[src/rtl/gf2m_reduce.sv]
// Sequential reduction of a 2*M-bit GF(2) product modulo x^M + x^K1 + x^K2 + x^K3 + 1.
// Each FOLD cycle folds the upper half back into the lower half; at most two folds are needed.
module gf2m_reduce #(
  parameter int unsigned M  = 163,
  parameter int unsigned K1 = 7,
  parameter int unsigned K2 = 6,
  parameter int unsigned K3 = 3
) (
  input  logic           clk,
  input  logic           rst,
  input  logic           in_valid,
  output logic           in_ready,
  input  logic [2*M-1:0] in_prod,
  output logic           out_valid,
  input  logic           out_ready,
  output logic [M-1:0]   out_res,
  output logic [1:0]     fold_cnt,
  output logic           busy
);

  localparam int unsigned W = 2 * M;

  typedef enum logic [1:0] {
    IDLE = 2'd0,
    FOLD = 2'd1,
    DONE = 2'd2
  } state_t;

  // Taps must stay below M/2 so that the second fold leaves nothing above degree M-1.
  generate
    if (!(M > K1 && K1 > K2 && K2 > K3 && K3 > 0 && K1 < M / 2)) begin : g_bad_params
      $error("gf2m_reduce: invalid reduction polynomial taps");
    end
  endgenerate

  state_t         state_q, state_d;
  logic [W-1:0]   r_q, r_d;
  logic [M-1:0]   out_res_q, out_res_d;
  logic [1:0]     fold_cnt_q, fold_cnt_d;
  logic           out_valid_q, out_valid_d;
  logic [W-1:0]   r_fold;
  logic           hi_nz;
  logic           fold_hi_nz;

  function automatic logic [W-1:0] fold(input logic [W-1:0] r);
    logic [W-1:0] h;
    h    = W'(r[W-1:M]);
    fold = W'(r[M-1:0]) ^ h ^ (h << K3) ^ (h << K2) ^ (h << K1);
  endfunction

  assign r_fold     = fold(r_q);
  assign hi_nz      = (r_q[W-1:M] != '0);
  assign fold_hi_nz = (r_fold[W-1:M] != '0);

  always_ff @(posedge clk or posedge rst) begin
    if (rst) begin
      state_q     <= IDLE;
      r_q         <= '0;
      out_res_q   <= '0;
      fold_cnt_q  <= 2'd0;
      out_valid_q <= 1'b0;
    end else begin
      state_q     <= state_d;
      r_q         <= r_d;
      out_res_q   <= out_res_d;
      fold_cnt_q  <= fold_cnt_d;
      out_valid_q <= out_valid_d;
    end
  end

  always_comb begin
    state_d     = state_q;
    r_d         = r_q;
    out_res_d   = out_res_q;
    fold_cnt_d  = fold_cnt_q;
    out_valid_d = out_valid_q;
    in_ready    = 1'b0;

    unique case (state_q)
      IDLE: begin
        in_ready = 1'b1;
        if (in_valid) begin
          r_d        = in_prod;
          fold_cnt_d = 2'd0;
          state_d    = FOLD;
        end
      end

      FOLD: begin
        r_d = r_fold;
        if (hi_nz) fold_cnt_d = fold_cnt_q + 2'd1;
        if (!fold_hi_nz) begin
          out_res_d   = r_fold[M-1:0];
          out_valid_d = 1'b1;
          state_d     = DONE;
        end
      end

      DONE: begin
        in_ready = out_ready;
        if (out_ready) begin
          out_valid_d = 1'b0;
          // Back-to-back accept: the next operand starts folding with no idle bubble.
          if (in_valid) begin
            r_d        = in_prod;
            fold_cnt_d = 2'd0;
            state_d    = FOLD;
          end else begin
            state_d = IDLE;
          end
        end
      end

      default: state_d = IDLE;
    endcase
  end

  assign out_valid = out_valid_q;
  assign out_res   = out_res_q;
  assign fold_cnt  = fold_cnt_q;
  assign busy      = (state_q == FOLD);

  // Two non-trivial folds always clear the upper half, so a third FOLD cycle is a design error.
  fold_bound_a: assert property (@(posedge clk) disable iff (rst)
    (state_q == FOLD) |-> (fold_cnt_q != 2'd2));

endmodule

[config.mk]
export PLATFORM = sky130hd
export DESIGN_NAME = gf2m_reduce
export DESIGN_NICKNAME = d
export VERILOG_FILES = /design/src/rtl/gf2m_reduce.sv
export SDC_FILE = /design/constraint.sdc
export NUM_CORES = 1
export LEC_CHECK = 0
export ABC_CLOCK_PERIOD_IN_PS = 16700
export CAP_MARGIN = 20
export CORE_MARGIN = 3
export CORE_UTILIZATION = 48
export CTS_CLUSTER_DIAMETER = 30
export DETAILED_ROUTE_END_ITERATION = 16
export PLACE_DENSITY_LB_ADDON = 0.25
export SLEW_MARGIN = 20
export SYNTH_ARGS = -nofsm -noshare
export SYNTH_HDL_FRONTEND = slang
export SYNTH_SLANG_ARGS = --single-unit
[constraint.sdc]
create_clock -name clk -period 16.7 [get_ports clk]
set_input_delay 3.34 -clock clk [delete_from_list [all_inputs] [get_ports clk]]
set_output_delay 3.34 -clock clk [all_outputs]
set_load 0.005 [all_outputs]
Word-level counts from Yosys, hierarchy flattened
Cells that the tools add are included. Widths: inputs -> output; s select.

Add/subtract/negate cells: 1. Equality and inequality tests: 6. Mux-type cells: 16. Bitwise logic cells: 5. Reductions and logical operators: 10.

Operators with widths (count): $pmux 326 s3 (1); $mux 326 (2); $reduce_bool 163->1 (2); $xor 169x170->170 (1); $xor 166x169->169 (1); $xor 163x166->166 (1); $xor 163x163->163 (1); $mux 2 (6); $pmux 2 s3 (2); $reduce_and 3->1 (3); $ne 2x2->1 const B (3); $pmux 1 s2 (2); $reduce_and 2->1 (2); $mux 1 (3); $reduce_bool 3->1 (1); $add 2x1->2 const B (1); $eq 2x1->1 const B (1); $eq 2x2->1 const B (1); $logic_not 2->1 (1); $ne 2x1->1 const B (1); $reduce_bool 2->1 (1); $not 1->1 (1).

Flip-flop bits (word level): 494. Bits of input ports: 330. Output and inout port bits: 168. Logic and storage cells: 43.

Logic depth before layout (Yosys ltp)
Word-level depth: 7. Gate-level depth with buffers: 12. Gate-level depth less buffers: 7.

Worst setup path before layout
No wires, ideal clock.

Path kind: input port to output port. Start point: input out_ready. End point: output in_ready. Arrival: 3.604 ns. Setup slack: 9.756 ns. Stages: 2. Buffers on the path: 0. Path through: nand2b_1 > nor2b_1.

Cells in the longest elaborated chain, start to end: 1.

RTL lines: start: declaration (RTL line 15) `input logic out_ready,`; $pmux 1 s2 (RTL line 79) `unique case (state_q)`; end: declaration (RTL line 12) `output logic in_ready,`.

Every way passes these cells.

Worst setup path in the final report
Same ends and word-level chain as after synthesis.

==> results.json <==
{
  "status": "finished clean",
  "power.static_leakage_uw": 0.0150,
  "maximum_fanout_along_the_worst_path": 3,
  "layout.nets": 3439,
  "postCtsResizedCells": 0,
  "synth-edff-count": 0,
  "drive_above_1_share_pct": 9.20,
  "worstReg2RegStart": "r_q[320]",
  "slowest_delay_ns": 0.53,
  "cts.sinks": 494,
  "drtIter0Drc": 1726,
  "area_delta_synth_final_pct": 34.0,
  "gr-usage-all-layers_pct": 28.5,
  "worstSetupPathType": "in2out",
  "synth.largest_area_cell": "sky130_fd_sc_hd__dfrtp_1",
  "drc_errors": 0,
  "grt_first_pass_wirelength_um": 128000,
  "start_kind": "primary input",
  "hpwlAfterDp_um": 56100,
  "critPathTopFamily": "buffers and inverters",
  "timing.final.hold_violations": 0,
  "vias_per_cell": 5.51,
  "wl_per_cell_um": 21.1,
  "ios": 498,
  "dominantRegCellSynth": "sky130_fd_sc_hd__dfrtp_1",
  "endpoint_kind": "output pin",
  "ctsHoldBuffers": 0,
  "grt_setup_unrepaired": "no",
  "grt_start_max_net_pins": 236,
  "report.final.slew_viol_count": 0,
  "rows": 84,
  "worstHoldPathCells": 2,
  "slew_worst_pin_ns": 1.20,
  "final-setup-viol-count": 0,
  "gpl.final_weighted_congestion": 0.869,
  "finalCritPeriodShare_pct": 48.1,
  "synth_cell_types": 40,
  "worstSetupPathDepth": 4,
  "postSynthRegisterBits": 494,
  "cp_slowest_cell": "sky130_fd_sc_hd__clkdlybuf4s50_1",
  "synth_sequential_area_ratio_pct": 47.2,
  "pre_cts_slack_ns": 8.66,
  "routed_wirelength_um": 82500,
  "postSynthNetCount": 3127,
  "power_per_cell_area_nw_per_um2": 278,
  "fin_tns_setup_ns": 0,
  "fp.dieH_um": 240,
  "floorplan.die_area_sq_um": 57400,
  "cts_setup_buffers": 0,
  "netlist_instances": 2796,
  "max_slew_headroom_pct": 19.5,
  "core_area_sq_um": 53300,
  "synthArstFlopShare_pct": 100,
  "r2r_cells": 6,
  "critPathBufInv": 2,
  "crit_path_cell_trace": "clkdlybuf4s50_1, nand2b_1, nor2b_1, clkdlybuf4s50_1",
  "cts_tree": "done",
  "overflow": 0,
  "cap_violations": 0,
  "numCtsBuffers": 114,
  "initial_core_util_pct": 49.1,
  "synth_area_sq_um": 26200,
  "ant_nets": 0,
  "critical_path.most_common_cell": "sky130_fd_sc_hd__clkdlybuf4s50_1",
  "vdd_drop_max_mv": 0.175,
  "clock-skew-final_ns": 0.0295,
  "worst_path_clk_slew_ns": 0.05,
  "fin_crit_ns": 8.04,
  "yosysWarnings": 0,
  "fillerInstances": 4076,
  "hold_start": "out_res[7]",
  "htree_num_levels": 3,
  "fmax_mhz": 124,
  "syn_area_per_cell_sq_um": 9.36,
  "hold_class": "reg2reg",
  "insertion_delay_ns": 0.65,
  "cts-root-to-sink-buffers": 3,
  "setup_slack_ns": 8.66,
  "iteration_count_of_the_initial_detailed_routing_pass": 5,
  "clock_tree.root_cell": "sky130_fd_sc_hd__clkbuf_16",
  "crit_required_ns": 13.36,
  "synth_top_area_share_pct": 47.2,
  "antenna_found_initial": 10,
  "critPathLaunch": "out_ready",
  "io_buffers": 497,
  "vias_in_the_first_global_route": 22100,
  "die-width_um": 240,
  "vias": 21500,
  "post_synth_main_area_contributors": "sky130_fd_sc_hd__dfrtp_1 (47%), sky130_fd_sc_hd__xnor2_1 (17%), sky130_fd_sc_hd__nand2_1 (9.2%)",
  "worst-endpoint-arrival_ns": 4.70
}
-- power by group --
group | internal (uW) | total, uW | leakage (uW) | switching, uW
sequential | 1810 | 2490 | 0.00613 | 683
clock | 1630 | 2380 | 0.00201 | 746
combinational | 2460 | 4880 | 0.00682 | 2420
total | 5900 | 9750 | 0.0150 | 3850
-- cells by family (layout without fill, tap and decap cells) --
family | count (synthesis) | after routing | share of synthesized area (%)
adder cells (fa/ha/maj) | 1 | 1 | 0.0478
other | 0 | 6 | 0
buffers and inverters | 326 | 738 | 5.23
flip-flops | 494 | 494 | 47.2
AND/OR/NAND/NOR | 954 | 954 | 15.1
multiplexers | 65 | 65 | 3.71
XOR/XNOR | 570 | 570 | 19.2
AO/OA/AOI/OAI | 386 | 386 | 9.54
-- tightest hold or removal path: cells and delay by family, from the launching register on --
| family | cells | cell delay [ns] |
|---|---|---|
| compound gates | 1 | 0.06 |
| flops | 1 | 0.33 |
| simple gates | 1 | 0.05 |
-- through the flow --
stage                     util (%)  hold WS [ns]  area, sq um  cells  power [uW]
after floorplan                  -         0.470        26200   2796        6030
after global placement        58.0         0.467        30900   3680        7170
after detailed placement      58.0         0.474        30900   3680        7310
after CTS                     65.8         0.484        35100   3896        9790
after global routing          65.8         0.496        35100   3901       10400
final                         65.8         0.483        35100   3902        9750
-- synthesized netlist by cell type (18+ instances only) --
master                       n
sky130_fd_sc_hd__a31oi_1    67
sky130_fd_sc_hd__buf_6      18
sky130_fd_sc_hd__clkbuf_1  279
sky130_fd_sc_hd__dfrtp_1   494
sky130_fd_sc_hd__mux2_4     64
sky130_fd_sc_hd__nand2_1   640
sky130_fd_sc_hd__nand3_1   160
sky130_fd_sc_hd__nor2_1     87
sky130_fd_sc_hd__nor4_1     39
sky130_fd_sc_hd__o211ai_1   92
sky130_fd_sc_hd__o21a_1     92
sky130_fd_sc_hd__o21ai_0    32
sky130_fd_sc_hd__o21ai_1    77
sky130_fd_sc_hd__xnor2_1   507
sky130_fd_sc_hd__xor2_1     61
-- area by class of cell --
type	count	area [sq um]	share of cell area, %
Timing Repair Buffer	513	5160	14.7
Antenna cell	6	15.0	0.0428
Clock inverter	84	1130	3.21
Clock buffer	132	3040	8.67
Tap cell	688	861	2.45
Multi-Input combinational cell	1976	12500	35.6
Inverter	9	40.0	0.114
Sequential cell	494	12400	35.2
-- worst paths after layout --
| check | endpoint | slack, ns |
|---|---|---|
| worst max-delay path | in_ready | 8.66 |
| worst min-delay path | out_res[7] | 0.48 |
| worst max register to register | out_res[66] | 12.37 |
| worst min register to register | out_res[7] | 0.48 |
| max in group asynchronous | r_q[308] | 10.95 |
| min in group asynchronous | r_q[73] | 3.11 |
-- flip-flops by register name (all words and copies together), names as in the netlist --
name and count:
r_q 326, fold_cnt 2, out_res 163, state_q 2
out_valid 1
-- layer usage --
layer / up-vias / part of all wire (%) / track usage, %
met1: 10600 / 41 / 37.0
li1: 9805 / - / -
met2: 865 / 48 / 46.4
met3: 189 / 7.3 / 6.14
met4: 10 / 3.7 / 12.4
met5: - / 0.091 / 0
-- placed cells by master, fill, tap and decap left out, drive strengths merged, types with 2 or more instances in the layout --
master / Yosys / final
xnor2: 507 / 507
nand4: 10 / 10
a31oi: 67 / 67
clkbuf: 281 / 132
or3: 2 / 2
buf: 36 / 16
diode: 0 / 6
nor4: 39 / 39
nand3: 160 / 160
nor2: 87 / 87
o21ai: 109 / 109
xor2: 61 / 61
inv: 9 / 19
o22ai: 4 / 4
nand2: 640 / 640
a21oi: 17 / 17
mux2: 64 / 64
bufinv: 0 / 21
o211ai: 92 / 92
nand2b: 3 / 3
dfrtp: 494 / 494
clkinvlp: 0 / 15
o21a: 92 / 92
clkinv: 0 / 38
clkdlybuf4s50: 0 / 497
or4: 2 / 2
xnor3: 2 / 2
nor3: 7 / 7
Power figures use the tool's default switching activity.
==> patch 1 (same flow settings) <==
Take the reset off `out_res_q` and load it in a clocked block of its own.
--- a/src/rtl/gf2m_reduce.sv
+++ b/src/rtl/gf2m_reduce.sv
@@ -57,5 +57,4 @@
       state_q     <= IDLE;
       r_q         <= '0;
-      out_res_q   <= '0;
       fold_cnt_q  <= 2'd0;
       out_valid_q <= 1'b0;
@@ -63,8 +62,11 @@
       state_q     <= state_d;
       r_q         <= r_d;
-      out_res_q   <= out_res_d;
       fold_cnt_q  <= fold_cnt_d;
       out_valid_q <= out_valid_d;
     end
+  end
+
+  always_ff @(posedge clk) begin
+    out_res_q <= out_res_d;
   end
 
Behaviour: not the same (a bounded check fails within 4 cycles, from zero or initial values and one cycle with rst high; the reset may be asserted at any time).
==> patch 1 against the unedited design <==
- setup slack got worse by 0.16 ns
- highest routed layer unchanged
- cell area decreased by 1.4%
- synthesized area decreased by 0.75%
- routed wire length increased by 4.8%
- via count decreased by 1.3%
- sequential cell count unchanged
- power decreased by 7.1%
- core utilization decreased by 0.63 points
- count of clock-buffer cells in the layout increased by 3
- final cell count decreased by 3.0%
==> patch 1: results (changes against the unedited design) <==
sequential area share after synthesis: 50.7% (+3.5 points)
Hold Path End: r_q[6]
first-pass GRT wire length: 131000 um (+2.7%)
post-layout min period: 8.19 ns (+0.155 ns)
final hold slack: 0.512 ns (+0.0290 ns)
Mapped Cells: 2646 (-5.4%)
DP Wirelength: 59700 um (+6.4%)
drt via density: 5.61 (+1.7%)
Peak VDD IR: 205 uV (+17%)
Hold Crit Start: r_q[6]
largest net degree at the start of global routing: 202 (-14%)
initial antenna violation count: 18 (+8)
FF-to-FF Start: r_q[323]
pre-CTS setup slack: 8.52 ns (-0.140 ns)
most frequent cells after synthesis: nand2_1 (648), xnor2_1 (486), dfrtp_1 (331)
r2r endpoint: out_res[54]
Power Density: 262 nW/um^2 (-5.8%)
Reg2Reg Setup Slack: 13.01 ns (+0.64 ns)
vias in the first global route: 21.7k (-1.7%)
wire length per cell: 22.9 um (+8.1%)
adder-cell share of the synthesized area: 0.0482% (+0.00036 points)
compound-gate portion of the synthesized area: 6.09% (-3.4 points)
internal power: 5.41 mW (-8.3%)
final clock skew: 0.0289 ns (-0.000630 ns)
gpl congestion: 0.888 (+2.2%)
number of synthesized flops with an enable pin: 163 (+163)
status: finished clean
post-synthesis mux area share: 0.0385% (-3.7 points)
XOR/XNOR Fraction of Synth Area: 21.4% (+2.2 points)
largest cells by area after synthesis: dfrtp_1 (32%), edfxtp_1 (19%), xnor2_1 (16%)
==> patch 1: cell count changes after synthesis, sizes merged, moves of 96 or more <==
cell,unedited run,this run
edfxtp,0,163
clkbuf,281,34
dfrtp,494,331
buf,36,255
a31oi,67,165
o21ai,109,13
==> patch 1: layer usage <==
layer | wire (um) | vias up | GRT usage (%) | share of wire (%)
li1 | - | 9442 | - | -
met1 | 34200 | 10430 | 40.1 | 40
met2 | 40700 | 1132 | 47.6 | 47
met3 | 8150 | 212 | 7.43 | 9.4
met4 | 3340 | 12 | 12.5 | 3.9
met5 | 87 | - | 0 | 0.10
==> patch 1: worst max-delay path: stages <==
cell and delay [ns]:
clkdlybuf4s50_1 0.53, inv_2 0.06, a21oi_1 0.35, clkdlybuf4s50_1 0.58
==> patch 1: layout make-up <==
cell class	instances	share of cell area, %
Clock buffer	135	8.64
Timing Repair Buffer	517	15.0
Antenna cell	12	0.0868
Inverter	9	0.141
Sequential cell	494	38.1
Multi-Input combinational cell	1854	32.9
Tap cell	688	2.49
Clock inverter	76	2.60
==> patch 2 (same settings) <==
Made on the original files. The parameter `K2` goes from 6 to 5.
--- a/src/rtl/gf2m_reduce.sv
+++ b/src/rtl/gf2m_reduce.sv
@@ -4,5 +4,5 @@
   parameter int unsigned M  = 163,
   parameter int unsigned K1 = 7,
-  parameter int unsigned K2 = 6,
+  parameter int unsigned K2 = 5,
   parameter int unsigned K3 = 3
 ) (
Formal check against the unedited RTL: not equivalent (a bounded check fails within 4 cycles, from zero or initial values and one cycle with rst high).
==> patch 2 against the unedited design <==
- non-clock buffer count is 2 higher
- routed wire length fell by 0.49%
- die area fell by 0.56%
- synthesized cell count up 0.75%
- sequential cell count is the same
- first-iteration DRC count is 0.98% lower
- final cell count increased by 0.69%
- sequential power is 3% lower
- power shrank 1.6%
- synthesized area down 0.58%
- cell area fell by 0.60%
- setup slack got worse by 0.15 ns
- worst hold slack lost 0.0039 ns
- core utilization shrank 0.14 points
- largest cell class is now registers
==> patch 2: results (changes against the unedited design) <==
vias in the first global route: 22.3k (+0.85%)
drt via density: 5.54 (+0.51%)
1st-pass router iterations: 6 (+1)
H-tree depth: 3 (unchanged)
gpl congestion: 0.850 (-2.2%)
Peak VDD IR: 163 uV (-6.9%)
Largest Register: r_q
sequential share of power: 25.2% (-0.3 points)
Power, Total: 9.59 mW (-1.6%)
most frequent cells after synthesis: nand2_1 (645), dfrtp_1 (494), xnor2_1 (486)
CTS Buf Count: 117 (+2.6%)
post-cts sizing count: 0 (unchanged)
initial antenna violation count: 18 (+8)
Min-Delay Path Depth: 2 (unchanged)
worst rel slew slack: 23.3% (+3.8 points)
Port Buffers: 497 (unchanged)
Nets: 3454 (+0.44%)
status: finished clean
syn_area_per_cell: 9.24 sq um (-1.3%)
clk pwr: 2.37 mW
clock slew at reported path FFs: 0.04 ns
post-CTS setup buffer count: 0 (unchanged)
post-synth cell types: 37 (-7.5%)
clk root buf: clkbuf_16
Reg2Reg Setup Slack: 12.96 ns (+0.59 ns)
final clock skew: 0.0252 ns (-0.00435 ns)
WL met1: 33700 um (+0.68%)
WL final: 82100 um (-0.49%)
wire length per cell: 20.9 um (-1.2%)
Clock Path Buffers: 3 (unchanged)
share of cells above drive strength 1: 7.47% (-1.7 points)
DP Wirelength: 55600 um (-0.88%)
number of flip-flops in the largest register: 326 (unchanged)
Met2 Wirelength: 39200 um (-1.6%)
Hold Crit Start: out_res[147]
Static Leak: 14.4 nW (-3.9%)
YS warnings: 0 (unchanged)
Register-to-Register Path Depth: 6 (unchanged)
placed cells: 3693 (+0.35%)
Critical Path AT: 4.85 ns (+0.15 ns)
Worst-Skew Late Latency: 0.66 ns
Hold Path End: out_res[147]
final hold violation count: 0 (unchanged)
pre-CTS setup slack: 8.50 ns (-0.159 ns)
wire length on met3: 6020 um (-0.56%)
FF-to-FF Start: state_q[0]
Slew Viols, Final: 0 (unchanged)
fraction of registers with async set or reset after synthesis: 100% (unchanged)
Mapped Nets: 3147 (+0.64%)
P_sw: 3.88 mW (+0.80%)
sequential area share after synthesis: 47.5% (+0.27 points)
largest cells by area after synthesis: dfrtp_1 (47%), xnor2_1 (16%), nand2_1 (9.3%)
r2r endpoint: out_res[58]
largest net degree at the start of global routing: 208 (-12%)
total track usage: 28.4% (-0.12 points)
worst-path maximum fanout: 3 (unchanged)
DR iter-0 viols: 1709 (-0.98%)
uppermost layer routed: met5
first-pass GRT wire length: 127000 um (-0.15%)
Min-Delay Path Class: flip-flop to flip-flop
==> patch 2: critical path, cell delays in order <==
cell and delay [ns]:
clkdlybuf4s50_1 0.50, nand2b_1 0.13, nor2b_1 0.30, clkdlybuf4s50_1 0.57
==> patch 2: per-stage QoR <==
stage | hold WS (ns) | area, sq um
global placement | 0.467 | 30700
CTS | 0.484 | 34800
finish | 0.479 | 34900
global route | 0.497 | 34900
detailed placement | 0.474 | 30700
floorplan | 0.473 | 26000
==> patch 2: metal layers <==
layer / vias to the layer above / global-route usage, %
met5: - / 0
met4: 8 / 12.0
met3: 182 / 6.89
met2: 859 / 45.3
met1: 10770 / 37.3
li1: 9956 / -
==> patch 2: how the worst max path moves through the flow <==
stage | depth (start not counted) | endpoint | slack [ns] | start
2_1_floorplan | 1 | fold_cnt[0] | 6.66 | rst
3_3_place_gp | 4 | in_ready | 8.49 | out_ready
3_5_place_dp | 4 | in_ready | 8.50 | out_ready
4_1_cts | 4 | in_ready | 8.50 | out_ready
5_1_grt | 4 | in_ready | 8.41 | out_ready
6_report | 4 | in_ready | 8.51 | out_ready
==> patch 2: kinds of logic (layout without fill, tap and decap cells) <==
family,count (synthesis),count (layout),share of synthesized area (%)
AOI/OAI and AO/OA,582,582,14.2
xor gates and xnor gates,568,568,19.2
buffers and inverters,333,744,5.48
DFF,494,494,47.5
muxes,7,7,0.404
other,0,13,0
and+or+nand+nor,833,833,13.3
==> patch 2: area by class of cell <==
cell class                      instances  area (sq um)
Fill cell                            4066         18200
Sequential cell                       494         12400
Multi-Input combinational cell       1990         12300
Timing Repair Buffer                  515          5130
Clock buffer                          156          3310
Clock inverter                         67           863
Tap cell                              688           861
Antenna cell                           13          32.5
Inverter                                6          28.8
